**config.mk**
```make
export PLATFORM = sky130hd
export DESIGN_NAME = traffic_monitor_8
export DESIGN_NICKNAME = d
export VERILOG_FILES = /design/src/rtl/traffic_monitor_8.sv
export SDC_FILE = /design/constraint.sdc
export NUM_CORES = 1
export LEC_CHECK = 0
export ABC_AREA = 1
export CORE_ASPECT_RATIO = 1.4
export CORE_MARGIN = 2
export CORE_UTILIZATION = 51
export DETAILED_ROUTE_END_ITERATION = 7
export HOLD_SLACK_MARGIN = 0.03
export PLACE_DENSITY_LB_ADDON = 0.08
export SKIP_CTS_REPAIR_TIMING = 1
export SYNTH_ARGS = -nofsm -noshare
export SYNTH_HDL_FRONTEND = slang
export SYNTH_SLANG_ARGS = --single-unit
```
**constraint.sdc**
```tcl
create_clock -name clk -period 2.6 [get_ports clk]
set_input_delay 0.39 -clock clk [delete_from_list [all_inputs] [get_ports clk]]
set_output_delay 0.39 -clock clk [all_outputs]
set_load 0.02 [all_outputs]
```
**src/rtl/traffic_monitor_8.sv**
```systemverilog
`default_nettype none
// ============================================================================
//  Module      : traffic_monitor_8
//  Description : Passive safety monitor for a two-direction (North/East)
//                six-lamp traffic-light controller. Decodes lamp patterns,
//                checks patterns and phase transitions, latches the first
//                violation as a sticky fault code and counts completed
//                intersection cycles.
//                Optional yellow-dwell check (fault code 4) is compiled in
//                when TRAFFIC_MONITOR_8_DWELL_CHECK_EN is defined.
//  Revision    : 1.0 - initial release
// ============================================================================
module traffic_monitor_8 #(
    parameter int MIN_Y = 8,
    parameter int CNT_W = 8
) (
    input  logic             clk,
    input  logic             rst,
    input  logic             in_NR,
    input  logic             in_NG,
    input  logic             in_NY,
    input  logic             in_ER,
    input  logic             in_EG,
    input  logic             in_EY,
    input  logic             in_EN,
    input  logic             fault_clr,
    output logic             armed,
    output logic             fault,
    output logic [2:0]       fault_code,
    output logic [CNT_W-1:0] cycles
);

    // Phase encoding of a single direction
    localparam logic [1:0] c_PH_RED     = 2'd0;
    localparam logic [1:0] c_PH_GREEN   = 2'd1;
    localparam logic [1:0] c_PH_YELLOW  = 2'd2;
    localparam logic [1:0] c_PH_ILLEGAL = 2'd3;

    localparam logic [2:0] c_CODE_NONE     = 3'd0;
    localparam logic [2:0] c_CODE_ILLEGAL  = 3'd1;
    localparam logic [2:0] c_CODE_CONFLICT = 3'd2;
    localparam logic [2:0] c_CODE_SEQUENCE = 3'd3;
    localparam logic [2:0] c_CODE_DWELL    = 3'd4;

    localparam logic [CNT_W-1:0] c_CYC_ONE = {{(CNT_W-1){1'b0}}, 1'b1};

    // One-hot lamp triple {R,G,Y} to phase; anything else is ILLEGAL
    function automatic logic [1:0] f_decode(input logic r, input logic g, input logic y);
        logic [1:0] ph;
        case ({r, g, y})
            3'b100:  ph = c_PH_RED;
            3'b010:  ph = c_PH_GREEN;
            3'b001:  ph = c_PH_YELLOW;
            default: ph = c_PH_ILLEGAL;
        endcase
        return ph;
    endfunction

    // Allowed phase steps: hold, RED->GREEN, GREEN->YELLOW, YELLOW->RED
    function automatic logic f_legal_step(input logic [1:0] prv, input logic [1:0] cur);
        return (prv == cur) ||
               ((prv == c_PH_RED)    && (cur == c_PH_GREEN))  ||
               ((prv == c_PH_GREEN)  && (cur == c_PH_YELLOW)) ||
               ((prv == c_PH_YELLOW) && (cur == c_PH_RED));
    endfunction

    logic [1:0]       w_dec_n;
    logic [1:0]       w_dec_e;
    logic [1:0]       r_cur_n;
    logic [1:0]       r_cur_e;
    logic [1:0]       r_prev_n;
    logic [1:0]       r_prev_e;
    logic             r_armed;
    logic             r_fault;
    logic [2:0]       r_fault_code;
    logic [CNT_W-1:0] r_cycles;

    logic             w_chk_illegal;
    logic             w_chk_conflict;
    logic             w_chk_sequence;
    logic             w_chk_dwell;
    logic             w_fire;
    logic [2:0]       w_code;
    logic             w_cycle_done;

    assign w_dec_n = f_decode(in_NR, in_NG, in_NY);
    assign w_dec_e = f_decode(in_ER, in_EG, in_EY);

    // Input stage: decoded phases into cur, previous cur into prev
    always_ff @(posedge clk) begin
        if (rst) begin
            r_cur_n  <= c_PH_RED;
            r_cur_e  <= c_PH_RED;
            r_prev_n <= c_PH_RED;
            r_prev_e <= c_PH_RED;
        end else begin
            r_cur_n  <= w_dec_n;
            r_cur_e  <= w_dec_e;
            r_prev_n <= r_cur_n;
            r_prev_e <= r_cur_e;
        end
    end

`ifdef TRAFFIC_MONITOR_8_DWELL_CHECK_EN
    localparam logic [5:0] c_MIN_Y = 6'(MIN_Y);

    logic [4:0] r_dwell_n;
    logic [4:0] r_dwell_e;

    // Clear on the edge that enters YELLOW; count ticks only on edges where
    // the direction is YELLOW both before and after, so neither the entry
    // nor the exit edge contributes a tick. Saturates at 31.
    function automatic logic [4:0] f_dwell_next(input logic [4:0] cnt,
                                                input logic [1:0] cur,
                                                input logic [1:0] dec,
                                                input logic       tick);
        logic [4:0] nxt;
        nxt = cnt;
        if ((dec == c_PH_YELLOW) && (cur != c_PH_YELLOW)) begin
            nxt = 5'd0;
        end else if ((dec == c_PH_YELLOW) && tick && (cnt != 5'd31)) begin
            nxt = cnt + 5'd1;
        end
        return nxt;
    endfunction

    // Per-direction yellow dwell counters
    always_ff @(posedge clk) begin
        if (rst) begin
            r_dwell_n <= 5'd0;
            r_dwell_e <= 5'd0;
        end else begin
            r_dwell_n <= f_dwell_next(r_dwell_n, r_cur_n, w_dec_n, in_EN);
            r_dwell_e <= f_dwell_next(r_dwell_e, r_cur_e, w_dec_e, in_EN);
        end
    end

    assign w_chk_dwell =
        ((r_prev_n == c_PH_YELLOW) && (r_cur_n == c_PH_RED) && ({1'b0, r_dwell_n} < c_MIN_Y)) ||
        ((r_prev_e == c_PH_YELLOW) && (r_cur_e == c_PH_RED) && ({1'b0, r_dwell_e} < c_MIN_Y));
`else
    // The tick only feeds the dwell counters, which are absent here
    logic w_unused_en;
    assign w_unused_en = in_EN;
    assign w_chk_dwell = 1'b0;
`endif

    // Rule evaluation on the registered phases; lowest code has priority
    always_comb begin
        w_chk_illegal  = (r_cur_n == c_PH_ILLEGAL) || (r_cur_e == c_PH_ILLEGAL);
        w_chk_conflict = (r_cur_n != c_PH_RED) && (r_cur_e != c_PH_RED);
        w_chk_sequence = !f_legal_step(r_prev_n, r_cur_n) || !f_legal_step(r_prev_e, r_cur_e);
        w_code         = c_CODE_NONE;
        if (w_chk_illegal) begin
            w_code = c_CODE_ILLEGAL;
        end else if (w_chk_conflict) begin
            w_code = c_CODE_CONFLICT;
        end else if (w_chk_sequence) begin
            w_code = c_CODE_SEQUENCE;
        end else if (w_chk_dwell) begin
            w_code = c_CODE_DWELL;
        end
        w_fire       = r_armed && (w_code != c_CODE_NONE);
        w_cycle_done = r_armed && (r_prev_n == c_PH_RED) && (r_cur_n == c_PH_GREEN);
    end

    // Arm once both directions have been seen RED together; sticky until reset
    always_ff @(posedge clk) begin
        if (rst) begin
            r_armed <= 1'b0;
        end else if (!r_armed && (r_cur_n == c_PH_RED) && (r_cur_e == c_PH_RED)) begin
            r_armed <= 1'b1;
        end
    end

    // Sticky fault latch: first violation wins, a clear in the same cycle
    // as a new violation still captures that violation
    always_ff @(posedge clk) begin
        if (rst) begin
            r_fault      <= 1'b0;
            r_fault_code <= c_CODE_NONE;
        end else if (w_fire && (!r_fault || fault_clr)) begin
            r_fault      <= 1'b1;
            r_fault_code <= w_code;
        end else if (fault_clr) begin
            r_fault      <= 1'b0;
            r_fault_code <= c_CODE_NONE;
        end
    end

    // Completed-cycle counter: North entering GREEN from RED; wraps, ignores faults
    always_ff @(posedge clk) begin
        if (rst) begin
            r_cycles <= '0;
        end else if (w_cycle_done) begin
            r_cycles <= r_cycles + c_CYC_ONE;
        end
    end

    assign armed      = r_armed;
    assign fault      = r_fault;
    assign fault_code = r_fault_code;
    assign cycles     = r_cycles;

endmodule
`default_nettype wire

```
== After elaboration in Yosys (flattened, before gate mapping) ==
Index checks and enable logic that the tools add are counted.

* Input bits: 10
* Flip-flop bits (word level): 21
* Output and inout port bits: 13
* Logic and storage cells: 70

* Multiplexer cells: 9
* Reductions and logical operators: 34
* Equality and inequality tests: 18
* $add $sub $neg: 1

{| class="wikitable"
|+ Operator list
! cell !! count
|-
| $logic_and A1 B1 Y1 || 13
|-
| $eq A2 B2 Y1 const B || 6
|-
| $pmux W2 S3 || 2
|-
| $logic_or A1 B1 Y1 || 9
|-
| $add A8 B1 Y8 const B || 1
|-
| $eq A2 B1 Y1 const B || 4
|-
| $logic_not A2 Y1 || 4
|-
| $eq A3 B1 Y1 const B || 2
|-
| $eq A3 B2 Y1 const B || 2
|-
| $eq A3 B3 Y1 const B || 2
|-
| $mux W2 || 3
|-
| $mux W3 || 2
|-
| $reduce_bool A2 Y1 || 3
|-
| $eq A2 B2 Y1 || 2
|-
| $logic_not A1 Y1 || 4
|-
| $reduce_bool A3 Y1 || 1
|-
| $mux W1 || 2
|}

== Longest topological paths before layout ==
* Depth after elaboration: 14
* Depth in mapped cells: 11
* Mapped depth without buffers: 11

== Worst setup path after synthesis ==
Ideal clock, no wire load.

* Kind: flip-flop to flip-flop
* Start point: register r_armed (netlist: armed)
* End point: register r_cycles[7] (netlist: cycles[7])
* Slack: 1235 ps
* Cell stages (with the launch flop): 6
* Required time: 2472 ps
* Arrival: 1238 ps
* Buffers on the path: 0
* Clock period less this slack: 1365 ps
* Setup time: 128 ps
* Cell sequence: dfxtp_1 -> nand4_4 -> nor3b_2 -> nand4_1 -> xor2_1 -> nor2_1

* Word-level cells in the longest chain between the ends: 2

{| class="wikitable"
|+ Ends and longest elaborated chain
! item !! line !! text
|-
| start, declared || 73 || <nowiki>logic r_armed;</nowiki>
|-
| start signal, assigned || 170 || <nowiki>r_armed <= 1'b0;</nowiki>
|-
| start signal, assigned || 172 || <nowiki>r_armed <= 1'b1;</nowiki>
|-
| $logic_and A1 B1 Y1 (2 in a row) || 164 || <nowiki>w_cycle_done = r_armed && (r_prev_n == c_PH_RED) && (r_cur_n == c_PH_GREEN);</nowiki>
|-
| end signal, assigned || 196 || <nowiki>r_cycles <= r_cycles + c_CYC_ONE;</nowiki>
|-
| end, declared || 76 || <nowiki>logic [CNT_W-1:0] r_cycles;</nowiki>
|}

No other way between the ends.
A chain may end at the register's enable or synchronous reset.

== Worst setup path after layout ==
* Start point: register r_armed (netlist: armed)
* End point: output armed

{| class="wikitable"
|+ RTL lines
! item !! line !! text
|-
| end, declared || 27 || <nowiki>output logic armed,</nowiki>
|}

No word-level cell between the ends.

==> results.md <==
* Status: complete, no violations
* Buffers & Inverters on Critical Path at 1
* Number of buffer cells added on primary ports at 20
* Area fraction of the dominant cell type after synthesis at a little over two fifths
* Maximum number of pins on one net before global-route repair at 14
* Cells after DPL at between 150 and 200
* Number of buffers on the longest clock path at 2
* First-pass GRT wire length at between 2000 and 3000 µm
* Sinks on the clock net at 20
* Top cell family by delay on the critical path: buffers and inverters
* EDFF count, synth at 0
* Number of search-and-repair iterations in the first detailed-routing pass at 4
* Worst path cell trace: clkdlybuf4s50_1
* DRC violation count after routing at 0
* Setup Crit Path Kind: reg -> out
* NumNets Final at approximately 170
* H-tree Lvls at 1
* Sum of net half-perimeters after detailed placement at 1424 µm
* Number of unique standard cell types used by synthesis at 20
* Number of rows created at floorplan at 18
* Combined area of all synthesized cells at 930.9 µm²
* Most common cell in the netlist: nand2_1
* Worst slack on hold paths at 0.4890 ns
* CP Capture Type: output port
* Signed area change from the synthesized netlist to the final layout at 26.88%
* Final slew viol count at 0
* Average footprint of a synthesized cell at 7.106 µm²
* Leading cell types by total area after synthesis: dfxtp_1 43%, nand2_1 11%, inv_1 8.9%, nor2_1 7.7%, a21oi_1 4.8%
* Antenna Violating Nets Remaining at 0
* Commonest cells in the netlist: 28 x nand2_1, 22 x inv_1, 20 x dfxtp_1
* Number of buffers inserted during clock tree synthesis at 3
* Syn. warnings at 0
* Setup-violating endpoint count in the final report at 0
* Flip-flop and latch count after synthesis at 20
* Data arrival time at the worst-slack endpoint at ~1.4 ns
* Total vias in the final route at approximately 860
* Diodes inserted at 0
* Core Box Area at approximately 1700 µm²
* Clock Tree Root: clkbuf_4
* Predominant post-synthesis flop cell: dfxtp_1
* Sequential cell area fraction in the yosys report at between 40% and 50%
* Routed wire per std cell at a little over 10 µm
* Total wirelength of the detailed-routed design at about 1700 µm
* End-of-flow core utilization at about two thirds
* Number of cells in the finished layout apart from fillers at about 170
* Worst vdd rail ir drop at roughly 320 µV
* Setup repair after global routing missed its margin: no
* Cell accounting for the most synthesized area: dfxtp_1
* Proportion of layout cells with a drive suffix above 1 at roughly 6.5%
* Syn Nets at between 100 and 150
* Crit path max-delay cell type: clkdlybuf4s50_1
* Vias in the first global route at 756
* Final standard cell area without fillers at approximately 1200 µm²
* Placed Area at approximately 1100 µm²
* TritonCTS clock tree: built
* Startpoint types: flip-flop
* Required time at the endpoint of the critical path at 2.21 ns
* Hold violation total from the final report at 0
* Die outline height at between 50 and 60 µm
* Number of standard cells after synthesis at approximately 130
* Worst hold path class: reg -> reg
* Remaining global-route overflow at 0
* Via-per-instance ratio at 4.994
* Leak Pwr at 0.5011 nW
* Setup slack after placement at between 0.8 and 0.9 ns
* I/O pin count at 23
* Weighted congestion reported at the end of routability-driven placement at ~0.67
* Slowest Stage Delay on Critical Path at ~0.65 ns
* Largest clock skew in the final design at between 0.008 and 0.009 ns
* Clock-pin slew reported for the worst setup and hold paths after clock tree synthesis at around 0.11 ns
* Final Total Pwr at roughly 0.60 mW
* Number of DRC markers in iteration 0 at 12
* Insertion delay of the later-clocked pin in the worst-skew pair at 0.29 ns
* Fin worst setup slack at roughly 0.78 ns
* Crit-path max FO at 6
* Power Density at a little over 500 nW/µm²
* Min Clock Period, post-route at 1.817 ns
* Top achievable clock speed at approximately 550 MHz
* Area enclosed by the die boundary at about 2200 µm²
* Initial antenna violation count at 0
* TNS Setup at 0 ns
* Final worst-path cycle share at between 60% and 70%
* Die boundary width at around 40 µm
* Proportion of register bits with asynchronous set or reset after synthesis at 0%
* Reported max-cap violation count at 0
* Starting density of the core at ~54%
* Total routing usage reported by global routing at a little under a fifth
routing by layer:
metal / up-vias / wire, µm / GRT usage [%] / share of wire, %
met5: - / 0 / 0 / 0
met4: 0 / 24 / 11.49 / 1.4
met3: 4 / 45 / 2.439 / 2.6
met2: 13 / 947 / 33.87 / 54
met1: 391 / 732 / 18.41 / 42
li1: 456 / - / - / -
layout make-up:
cell class,count,area (µm²)
clock buffer,4,36.28
fill,158,553.0
inverter,22,82.58
multi-input combinational,87,436.7
sequential,20,400.4
tap,20,25.02
timing repair buffer,20,200.2
report_power, final:
group / internal (mW) / switching [mW]
clock network: 0.0853 / 0.0886
logic: 0.0394 / 0.0537
registers: 0.319 / 0.0104
total: 0.444 / 0.153
kinds of logic (layout without fill, tap and decap cells):
family                   Yosys count  in the layout  synth area share, %
adder cells (fa/ha/maj)            1              1                1.344
AO/OA/AOI/OAI                     17             17                9.408
flip-flops                        20             20                43.01
buffers and inverters             24             46                10.08
AND/OR/NAND/NOR                   66             66                33.87
XOR/XNOR                           2              2                1.882
other                              1              1               0.4028
tightest hold or removal path, cell delays in order, from the launching register on:
cell     delay [ns]
dfxtp_1        0.33
nand3_1        0.07
a21oi_1        0.05
state kept, by name, summed over array words and instances (netlist names):
name / cells
r_prev_n: 2
fault: 1
fault_code: 2
cycles: 8
r_prev_e: 2
r_cur_n: 2
armed: 1
r_cur_e: 2
worst paths after layout:
check             depth (start not counted)                        from  slack [ns]                    endpoint
hold reg to reg                           2  fault_code[0]$_SDFFE_PP0P_        0.49  fault_code[0]$_SDFFE_PP0P_
setup reg to reg                          7          armed$_SDFFE_PP0P_        1.19      cycles[6]$_SDFFE_PP0P_
hold / removal                            2  fault_code[0]$_SDFFE_PP0P_        0.49  fault_code[0]$_SDFFE_PP0P_
setup / recovery                          1          armed$_SDFFE_PP0P_        0.78                       armed
layout by cell type (no fill, tap or decap), drive strengths merged:
cell type	Yosys	routed
xor2	2	2
clkdlybuf4s50	0	20
inv	22	22
clkbuf	1	4
nor3	4	4
a21oi	9	9
conb	1	1
ha	1	1
nor3b	2	2
nand4	5	5
nor2	21	21
nand3	6	6
nand2	28	28
o21ai	7	7
dfxtp	20	20
o31ai	1	1
Note: power is estimated with default switching activity, not from simulation.
